File: config.mk
export PLATFORM = sky130hd
export DESIGN_NAME = uart_tx_arbiter
export DESIGN_NICKNAME = d
export VERILOG_FILES = /design/src/rtl/uart_tx_arbiter.sv
export SDC_FILE = /design/constraint.sdc
export NUM_CORES = 1
export LEC_CHECK = 0
export BUFFER_PORTS_ARGS = -buffer_cell sky130_fd_sc_hd__buf_2
export CORE_UTILIZATION = 49
export CTS_CLUSTER_SIZE = 16
export DETAILED_ROUTE_END_ITERATION = 8
export PLACE_DENSITY = 0.94
export SYNTH_ARGS = -nofsm -noshare
export SYNTH_HDL_FRONTEND = slang
export SYNTH_SLANG_ARGS = --single-unit
export TNS_END_PERCENT = 30
File: constraint.sdc
create_clock -name clk -period 3 [get_ports clk]
set_input_delay 0.3 -clock clk [delete_from_list [all_inputs] [get_ports clk]]
set_output_delay 0.3 -clock clk [all_outputs]
set_load 0.01 [all_outputs]
File: src/rtl/uart_tx_arbiter.sv
// uart_tx_arbiter: round-robin arbiter that feeds bytes from N_REQ requesters
// into a single UART transmitter through a tx_send / tx_busy handshake.
// Optional build macro UART_TX_ARB_WDOG_EN adds a send watchdog. When the
// watchdog fires, it sets the sticky err flag and drops the pending byte.
// Without the macro, err is tied low and no watchdog counter is built.
module uart_tx_arbiter #(
  parameter int N_REQ    = 4,
  parameter int WDOG_CYC = 15
) (
  input  logic                       clk,
  input  logic                       reset,
  input  logic [N_REQ-1:0]           req,
  input  logic [8*N_REQ-1:0]         data_in,
  output logic [N_REQ-1:0]           ack,
  output logic [7:0]                 tx_data,
  output logic                       tx_send,
  input  logic                       tx_busy,
  output logic [$clog2(N_REQ)-1:0]   grant_id,
  output logic                       active,
  output logic                       err
);

  localparam int IW = $clog2(N_REQ);

  // Reject configurations the arbiter was never meant to support.
  if (N_REQ < 2 || N_REQ > 8 || WDOG_CYC < 1) begin : g_param_check
    $error("uart_tx_arbiter: N_REQ must be 2..8 and WDOG_CYC >= 1");
  end

  typedef enum logic [1:0] {
    IDLE      = 2'd0,
    SEND      = 2'd1,
    WAIT_DONE = 2'd2
  } state_t;

  state_t          state;
  logic [IW-1:0]   ptr;
  logic [IW-1:0]   winner;

`ifdef UART_TX_ARB_WDOG_EN
  localparam int CW = $clog2(WDOG_CYC + 1);
  logic [CW-1:0]   wdog_cnt;
  logic            err_q;
  assign err = err_q;
`else
  assign err = 1'b0;
`endif

  // Round-robin pick: scan from ptr+1 upward, wrapping, and take the first pending requester.
  always_comb begin
    int  idx;
    logic found;
    // NOTE: every variable gets a default before any conditional write, so no latch is inferred.
    winner = ptr;
    found  = 1'b0;
    idx    = 0;
    for (int k = 1; k <= N_REQ; k++) begin
      idx = int'(ptr) + k;
      if (idx >= N_REQ) idx = idx - N_REQ;
      if (!found && req[idx]) begin
        winner = IW'(idx);
        found  = 1'b1;
      end
    end
  end

  // Arbiter FSM with registered handshake outputs; reset abandons any byte in flight.
  always_ff @(posedge clk or posedge reset) begin
    // NOTE: state and outputs use non-blocking assignments so every register updates from pre-edge values.
    if (reset) begin
      state    <= IDLE;
      ptr      <= IW'(N_REQ - 1);
      ack      <= '0;
      tx_data  <= 8'h00;
      tx_send  <= 1'b0;
      grant_id <= '0;
      active   <= 1'b0;
`ifdef UART_TX_ARB_WDOG_EN
      wdog_cnt <= '0;
      err_q    <= 1'b0;
`endif
    end else begin
      ack <= '0;
      case (state)
        IDLE: begin
          if (|req && !tx_busy) begin
            tx_data     <= data_in[{winner, 3'b000} +: 8];
            grant_id    <= winner;
            ptr         <= winner;
            ack[winner] <= 1'b1;
            tx_send     <= 1'b1;
            active      <= 1'b1;
            state       <= SEND;
`ifdef UART_TX_ARB_WDOG_EN
            wdog_cnt    <= '0;
`endif
          end
        end
        SEND: begin
          if (tx_busy) begin
            tx_send <= 1'b0;
            state   <= WAIT_DONE;
          end
`ifdef UART_TX_ARB_WDOG_EN
          else if (wdog_cnt == CW'(WDOG_CYC - 1)) begin
            tx_send <= 1'b0;
            err_q   <= 1'b1;
            active  <= 1'b0;
            state   <= IDLE;
          end else begin
            wdog_cnt <= wdog_cnt + CW'(1);
          end
`endif
        end
        WAIT_DONE: begin
          if (!tx_busy) begin
            active <= 1'b0;
            state  <= IDLE;
          end
        end
        default: begin
          tx_send <= 1'b0;
          active  <= 1'b0;
          state   <= IDLE;
        end
      endcase
    end
  end

endmodule
==> reports/qor.csv, run 1 <==
stage,metric,value,unit
worst_setup_path,crit end category,flip-flop,
sta,Min Hold Slack,0.0878,ns
route,drt drc,0,
finish,# fillers,171,
finish,nets,214,
finish,most frequent cells in the layout,"54 x buf_2, 18 x dfrtp_1, 17 x nand2_1",
clock_network,Post-CTS Setup Repair Bufs,0,
route,Post-DRT Antenna Nets,0,
worst_setup_path,critical path type,flip-flop to flip-flop,
clock_network,PostCTS Resize Cnt,0,
clock_network,# clock sinks,20,
sta,TNS Setup,0,ns
synth,Synth Register Bits,20,
die,Die Wd,51.7,um
route,drt pass-1 iters,4,
route,Vias/cell,6.02,
grt,largest net degree at the start of global routing,21,
route,via count,1216,
worst_setup_path,Reg2Reg Launch Point,ptr[1],
clock_network,Post-CTS Hold Buffers,0,
sta,slew margin rel.,49.9,%
clock_network,CTS Buf Count,3,
die,Core Region,2280,um2
worst_setup_path,CP startpoint kind,flip-flop,
route,final WL,3.16,mm
power,maximum vdd drop,475,uV
clock_network,clk slew on worst S/H paths,0.12,ns
sta,"Setup violations, final",0,
clock_network,clock buffer depth,2,
die,starting density of the core,53.3,%
worst_setup_path,crit-path max cell delay,0.63,ns
grt,global-route wire length before repair,5.15,mm
power,Pleak,0.760,nW
route,DR WL/cell,15.6,um
die,die outline area,2680,um2
clock_network,Root Driver,clkbuf_4,
sta,worst slew pin tran,0.751,ns
place,placer congestion estimate,0.833,
worst_setup_path,critical-path maximum fanout,12,
sta,setup clock skew after layout,0.00117,ns
min_path,worst hold path type,primary input to asynchronous set/reset pin,
route,DRT met1 WL,1.29,mm
synth,Synth warnings,0,
die,Die Ht,51.7,um
grt,vias in the first global route,1148,
die,row cnt,17,
sta,Max Transition Viols Final,0,
power,Power per Cell Area,839,nW/um2
synth,sequential element share of the synthesized area,41.5,%
grt,GRT overflow,0,
clock_network,CTS tree,built,
place,HPWL Detailed,2.31,mm
finish,diodes inserted,0,
sta,fin crit period,2.10,ns
finish,"commonest non-fill, non-tap cell in the layout",buf_2,
sta,fmax,477,MHz
clock_network,worst skew pair latency,0.32,ns
synth,synth unique cells,36,
synth,"Avg Cell Area, Syn",9.78,um2
synth,Synth Net Count,163,
finish,share of cells above drive strength 1,37.9,%
place,port bufs,54,
synth,synthesized cell area,1210,um2
run_status,status,"complete, no violations",
worst_setup_path,crit path cell chain,"nand2b_1, a21oi_4, nor3_4, mux2i_1, o211ai_1",
route,metal2 WL,1.52,mm
route,Top Layer Used,met4,
sta,RSZ-0062 raised after global routing,no,
worst_setup_path,worst-path cell with the longest stage delay,dfstp_2,
worst_setup_path,Worst Path Arrival,2.29,ns
job,maxcap violations,0,
route,Met3 Wirelength,275,um
finish,Layout area overhead,24.9,%
sta,Fin. Hold Viols,0,
die,IO Pins,56,
grt,All-Layer GR Usage,26.4,%
synth,Cells after Synth,124,
route,initial DRC count,47,
sta,final period utilization,69.9,%
worst_setup_path,"Req. time, crit path",3.19,ns
grt,initial antenna violation count,0,
worst_setup_path,Worst Setup SP,ptr[1],
clock_network,CTS H-tree lvls,1,
critical path: cells and delay by family, from the launching register on:
kind	cells	cell delay (ns)
compound gates	2	0.24
flops	1	0.63
mux	1	0.30
simple gates	2	0.80
cells by family (layout without fill, tap and decap cells):
group           Yosys count  in the layout  share of synthesized area, %
flops                    20             20                          41.5
xor+xnor                  1              1                         0.723
buf+inv                  11             61                          5.88
compound gates           37             37                          24.1
mux                       8              8                          6.61
simple gates             46             46                          20.8
other cells               1              1                         0.309
state kept, by name, summed over array words and instances (netlist names):
name      count
ack           4
active        1
grant_id      2
ptr           2
state         2
tx_data       8
tx_send       1
layout make-up:
class	count	area (um2)	share of cell area, %
Sequential cell	20	503	33.2
Clock inverter	1	30.0	1.98
Multi-Input combinational cell	93	638	42.1
Tap cell	28	35.0	2.31
Clock buffer	3	22.5	1.49
Timing Repair Buffer	55	278	18.3
Inverter	2	7.51	0.496
final timing paths:
path                                    to  slack (ns)  cells after the start
worst min-delay path                ack[3]        0.09                      2
worst max register to register  tx_data[6]        0.90                      5
worst max-delay path            tx_data[6]        0.90                      5
worst min register to register     tx_send        0.52                      2
min in group clk                  state[1]        0.27                      2
max in group asynchronous       tx_data[6]        2.44                      2
power breakdown:
group          switching [mW]  internal (mW)
Clock                  0.0922          0.135
Combinational           0.341          0.247
Sequential             0.0781          0.377
Total                   0.511          0.759
metrics by stage:
stage          power [mW]  util, %  std cells  cell area [um2]  setup WS (ns)
2_1_floorplan       0.871        -        124             1210           1.32
6_report             1.27     66.5        202             1510          0.903
3_3_place_gp         1.01     64.2        198             1460           1.03
3_5_place_dp         1.04     64.2        198             1460          0.917
4_1_cts              1.27     66.5        202             1510          0.906
5_1_grt              1.35     66.5        202             1510          0.787
synthesized netlist by cell type:
cell type / count / area share, %
clkbuf_1: 2 / 0.62
and2_1: 1 / 0.52
nand4_1: 8 / 4.1
or2b_1: 2 / 1.2
o211ai_1: 8 / 5.0
nor2_1: 5 / 1.5
conb_1: 1 / 0.31
nand2_1: 17 / 5.3
nor4_1: 1 / 0.52
nand2b_1: 2 / 1.0
o31ai_1: 8 / 5.0
nor3_1: 3 / 1.2
buf_4: 1 / 0.62
a211o_1: 8 / 5.8
nor3_4: 1 / 1.3
dfstp_2: 2 / 4.3
and3b_1: 1 / 0.72
buf_2: 3 / 1.2
o21a_1: 2 / 1.2
nand3b_1: 1 / 0.62
nor4_2: 1 / 1.0
a21oi_1: 3 / 1.2
dfrtp_1: 18 / 37
a31oi_1: 1 / 0.52
o21ai_0: 1 / 0.41
buf_6: 3 / 2.8
a21o_1: 2 / 1.2
nand2_2: 1 / 0.52
mux2i_1: 8 / 6.6
inv_1: 2 / 0.62
xor2_1: 1 / 0.72
a21oi_4: 2 / 2.7
or4_1: 1 / 0.62
and3_1: 1 / 0.52
o22ai_1: 1 / 0.52
a21boi_1: 1 / 0.62
routing by layer:
metal | vias to the layer above | track usage, %
li1 | 563 | -
met1 | 567 | 35.2
met2 | 77 | 42.4
met3 | 9 | 3.80
met4 | 0 | 12.2
met5 | - | 0
No activity file was read; power rests on OpenSTA's default activity.
==> run 2: changes to the inputs <==
--- a/config.mk
+++ b/config.mk
@@ -5,11 +5,12 @@
 export SDC_FILE = /design/constraint.sdc
 export NUM_CORES = 1
 export LEC_CHECK = 0
+export ABC_AREA = 1
 export BUFFER_PORTS_ARGS = -buffer_cell sky130_fd_sc_hd__buf_2
-export CORE_UTILIZATION = 49
+export CORE_UTILIZATION = 48
 export CTS_CLUSTER_SIZE = 16
 export DETAILED_ROUTE_END_ITERATION = 8
-export PLACE_DENSITY = 0.94
+export PLACE_DENSITY = 0.91
 export SYNTH_ARGS = -nofsm -noshare
 export SYNTH_HDL_FRONTEND = slang
 export SYNTH_SLANG_ARGS = --single-unit
==> constraint.sdc (replaced) <==
create_clock -name clk -period 2.1 [get_ports clk]
set_input_delay 0.21 -clock clk [delete_from_list [all_inputs] [get_ports clk]]
set_output_delay 0.21 -clock clk [all_outputs]
set_load 0.01 [all_outputs]
==> reports/qor.csv, run 2 <==
stage,metric,value,unit,change
run_status,status,"complete, no violations",,
synth,"Avg Cell Area, Syn",6.93,um2,-29%
sta,slew margin rel.,49.6,%,-0.24 points
synth,Synth warnings,0,,unchanged
route,DR WL/cell,12.2,um,-22%
finish,Layout area overhead,23.5,%,
grt,GRT overflow,0,,unchanged
route,via count,1477,,+21%
synth,synth unique cells,23,,-36%
synth,synthesized cell area,1350,um2,+11%
die,row cnt,18,,+1
route,Post-DRT Antenna Nets,0,,unchanged
sta,Fin. Hold Viols,0,,unchanged
power,Internal Power,1.35,mW,+78%
finish,Final Cell Area,1670,um2,+10%
synth,Synth Net Count,234,,+44%
job,maxcap violations,0,,unchanged
route,DRT met1 WL,1.48,mm,+15%
power,Clk pwr share,6.6,%,-11 points
sta,setup clock skew after layout,0.0110,ns,+0.00982 ns
route,Vias/cell,5.28,,-12%
route,drt pass-1 iters,4,,unchanged
worst_setup_path,"Req. time, crit path",2.36,ns,-0.83 ns
finish,share of cells above drive strength 1,33.2,%,-4.7 points
sta,worst slew pin tran,0.754,ns,+0.00367 ns
synth,top-area cell type share of the netlist area,33.3,%,-3.8 points
finish,final core utilization,65.0,%,-1.5 points
power,Net Sw Frac,54.2,%,+14 points
place,port bufs,54,,unchanged
clock_network,clk slew on worst S/H paths,0.12,ns,about the same
route,Met3 Wirelength,197,um,-28%
power,logic gate share of total power,70.4,%,+24 points
sta,TNS Setup,0,ns,unchanged
finish,"commonest non-fill, non-tap cell in the layout",nand2_1,,
sta,final period utilization,91.8,%,+22 points
clock_network,Root Driver,clkbuf_4,,
finish,nets,290,,+36%
grt,initial antenna violation count,0,,unchanged
die,Core Region,2570,um2,+13%
clock_network,CTS Buf Count,3,,unchanged
power,P_sw,1.60,mW,+210%
worst_setup_path,CP startpoint kind,flip-flop,,
route,final WL,3.41,mm,+8.0%
clock_network,CTS H-tree lvls,1,,unchanged
place,placer congestion estimate,0.944,,+13%
sta,"Setup violations, final",0,,unchanged
die,Die Wd,55.1,um,+6.4%
worst_setup_path,critical path type,flip-flop to flip-flop,,
die,IO Pins,56,,unchanged
clock_network,clock buffer depth,2,,unchanged
worst_setup_path,crit end category,flip-flop,,
worst_setup_path,worst-path cell with the longest stage delay,dfstp_2,,
sta,Max Transition Viols Final,0,,unchanged
min_path,worst hold path type,primary input to asynchronous set/reset pin,,
sta,RSZ-0062 raised after global routing,no,,
route,drt drc,0,,unchanged
die,die outline area,3030,um2,+13%
route,Top Layer Used,met4,,
power,Pleak,0.960,nW,+26%
finish,most frequent cells in the layout,"62 x nand2_1, 55 x nand3_1, 54 x buf_2, 18 x dfrtp_1, 11 x nand2_2",,
place,HPWL Detailed,2.56,mm,+11%
route,initial DRC count,52,,+11%
grt,largest net degree at the start of global routing,21,,unchanged
clock_network,worst skew pair latency,0.31,ns,about the same
worst_setup_path,crit path cell chain,"buf_4, nand2_1, nand2_2, nand2_1, nand2_2, nand2_2, nand2_2, nand2_4, nand2_4, nand2_1, nand3_1, nand3_1, nand2_1",,
worst_setup_path,critical-path maximum fanout,18,,+6
synth,Synth Register Bits,20,,unchanged
synth,top_reg_cell synth,dfrtp_1,,
power,Power per Cell Area,1770,nW/um2,+110%
synth,Cells after Synth,195,,+57%
finish,diodes inserted,0,,unchanged
finish,"Most flops, register",tx_data,,
clock_network,CTS tree,built,,
clock_network,Post-CTS Hold Buffers,0,,unchanged
clock_network,# clock sinks,20,,unchanged
synth,ranking of synthesized cells by area,"dfrtp_1 33%, nand3_1 20%, nand2_1 18%",,
synth,sequential element share of the synthesized area,37.2,%,-4.3 points
die,Die Ht,55.1,um,+6.4%
synth,dominant cell type by area after synthesis,dfrtp_1,,
die,starting density of the core,52.6,%,-0.64 points
sta,fmax,519,MHz,+8.7%
finish,Largest regs,"tx_data x8, ack x4",,
worst_setup_path,Worst Path Arrival,2.19,ns,-0.10 ns
power,maximum vdd drop,980,uV,+110%
synth,"EDFF count, synth",0,,unchanged
sta,fin crit period,1.93,ns,-0.169 ns
finish,Largest register FFs,8,,unchanged
grt,global-route wire length before repair,5.35,mm,+3.7%
synth,"top cells by count, synth","63 x nand2_1, 55 x nand3_1, 18 x dfrtp_1",,
grt,All-Layer GR Usage,24.9,%,-1.6 points
place,placed cell areas,1620,um2,+11%
synth,Post-synth ARST share,100,%,unchanged
worst_setup_path,crit-path max cell delay,0.58,ns,-0.05 ns
route,metal2 WL,1.68,mm,+11%
synth,top-count cell post-synth,nand2_1,,
grt,vias in the first global route,1272,,+11%
power,Reg power frac,23.0,%,-13 points
run 2: cell count changes after synthesis, sizes merged, moves of 4 or more:
cell    delta
nand4      -7
o21ai      +4
inv       +12
o211ai     -8
a211o      -8
mux2i      -8
nand2     +58
o31ai      -8
nand3     +57
run 2: stage by stage:
stage | hold slack, ns | total power [mW] | setup WS [ns] | std cells
after CTS | 0.0344 | 2.88 | 0.0834 | 278
after floorplan | 0.172 | 2.29 | 0.397 | 195
after global placement | 0.367 | 2.64 | 0.152 | 274
after detailed placement | 0.376 | 2.68 | 0.101 | 274
final | 0.00646 | 2.95 | 0.172 | 280
after global routing | 0.0796 | 3.30 | 0.00389 | 280
run 2: repair_timing:
action,in CTS,in global routing
setup buffers,0,2
endpoints found under the setup margin,0,12
resized for setup,0,2
run 2: routing by layer:
layer | GRT usage (%) | vias up
met5 | 0 | -
met4 | 10.0 | 0
met3 | 3.55 | 7
met2 | 42.8 | 63
met1 | 31.0 | 654
li1 | - | 753
run 2: worst paths after layout:
path                        startpoint           to  slack [ns]  depth (start not counted)
min reg2reg                grant_id[1]  grant_id[1]        0.48                          2
max in group asynchronous        reset      tx_send        1.61                          2
min                              reset   tx_data[7]       0.006                          2
max                             ptr[0]   tx_data[7]        0.17                         13
min in group clk               tx_busy     state[1]        0.19                          2
max reg2reg                     ptr[0]   tx_data[7]        0.17                         13
run 2: power by group through the flow:
stage          sequential [mW]  clock, mW  combinational (mW)
2_1_floorplan            0.745          0                1.55
3_3_place_gp             0.690          0                1.95
3_5_place_dp             0.694          0                1.99
4_1_cts                  0.686      0.194                2.00
5_1_grt                  0.705      0.212                2.38
6_report                 0.679      0.196                2.08
run 2: logic make-up after synthesis:
kind of cell / after synthesis / synth area share [%]
flops: 20 / 37.2
other cells: 1 / 0.278
compound gates: 9 / 3.80
simple gates: 144 / 50.6
buf+inv: 21 / 8.06
run 2: worst max-delay path, delay by kind of cell, from the launching register on:
kind / cells / cell delay [ns]
AND/OR/NAND/NOR: 12 / 1.13
flip-flops: 1 / 0.58
buffers and inverters: 1 / 0.16
run 2: cell type report:
class	count	area, um2
inverter	14	55.1
clock buffer	4	26.3
tap	30	37.5
multi-input combinational	154	747
sequential	20	503
fill	231	898
timing repair buffer	58	300
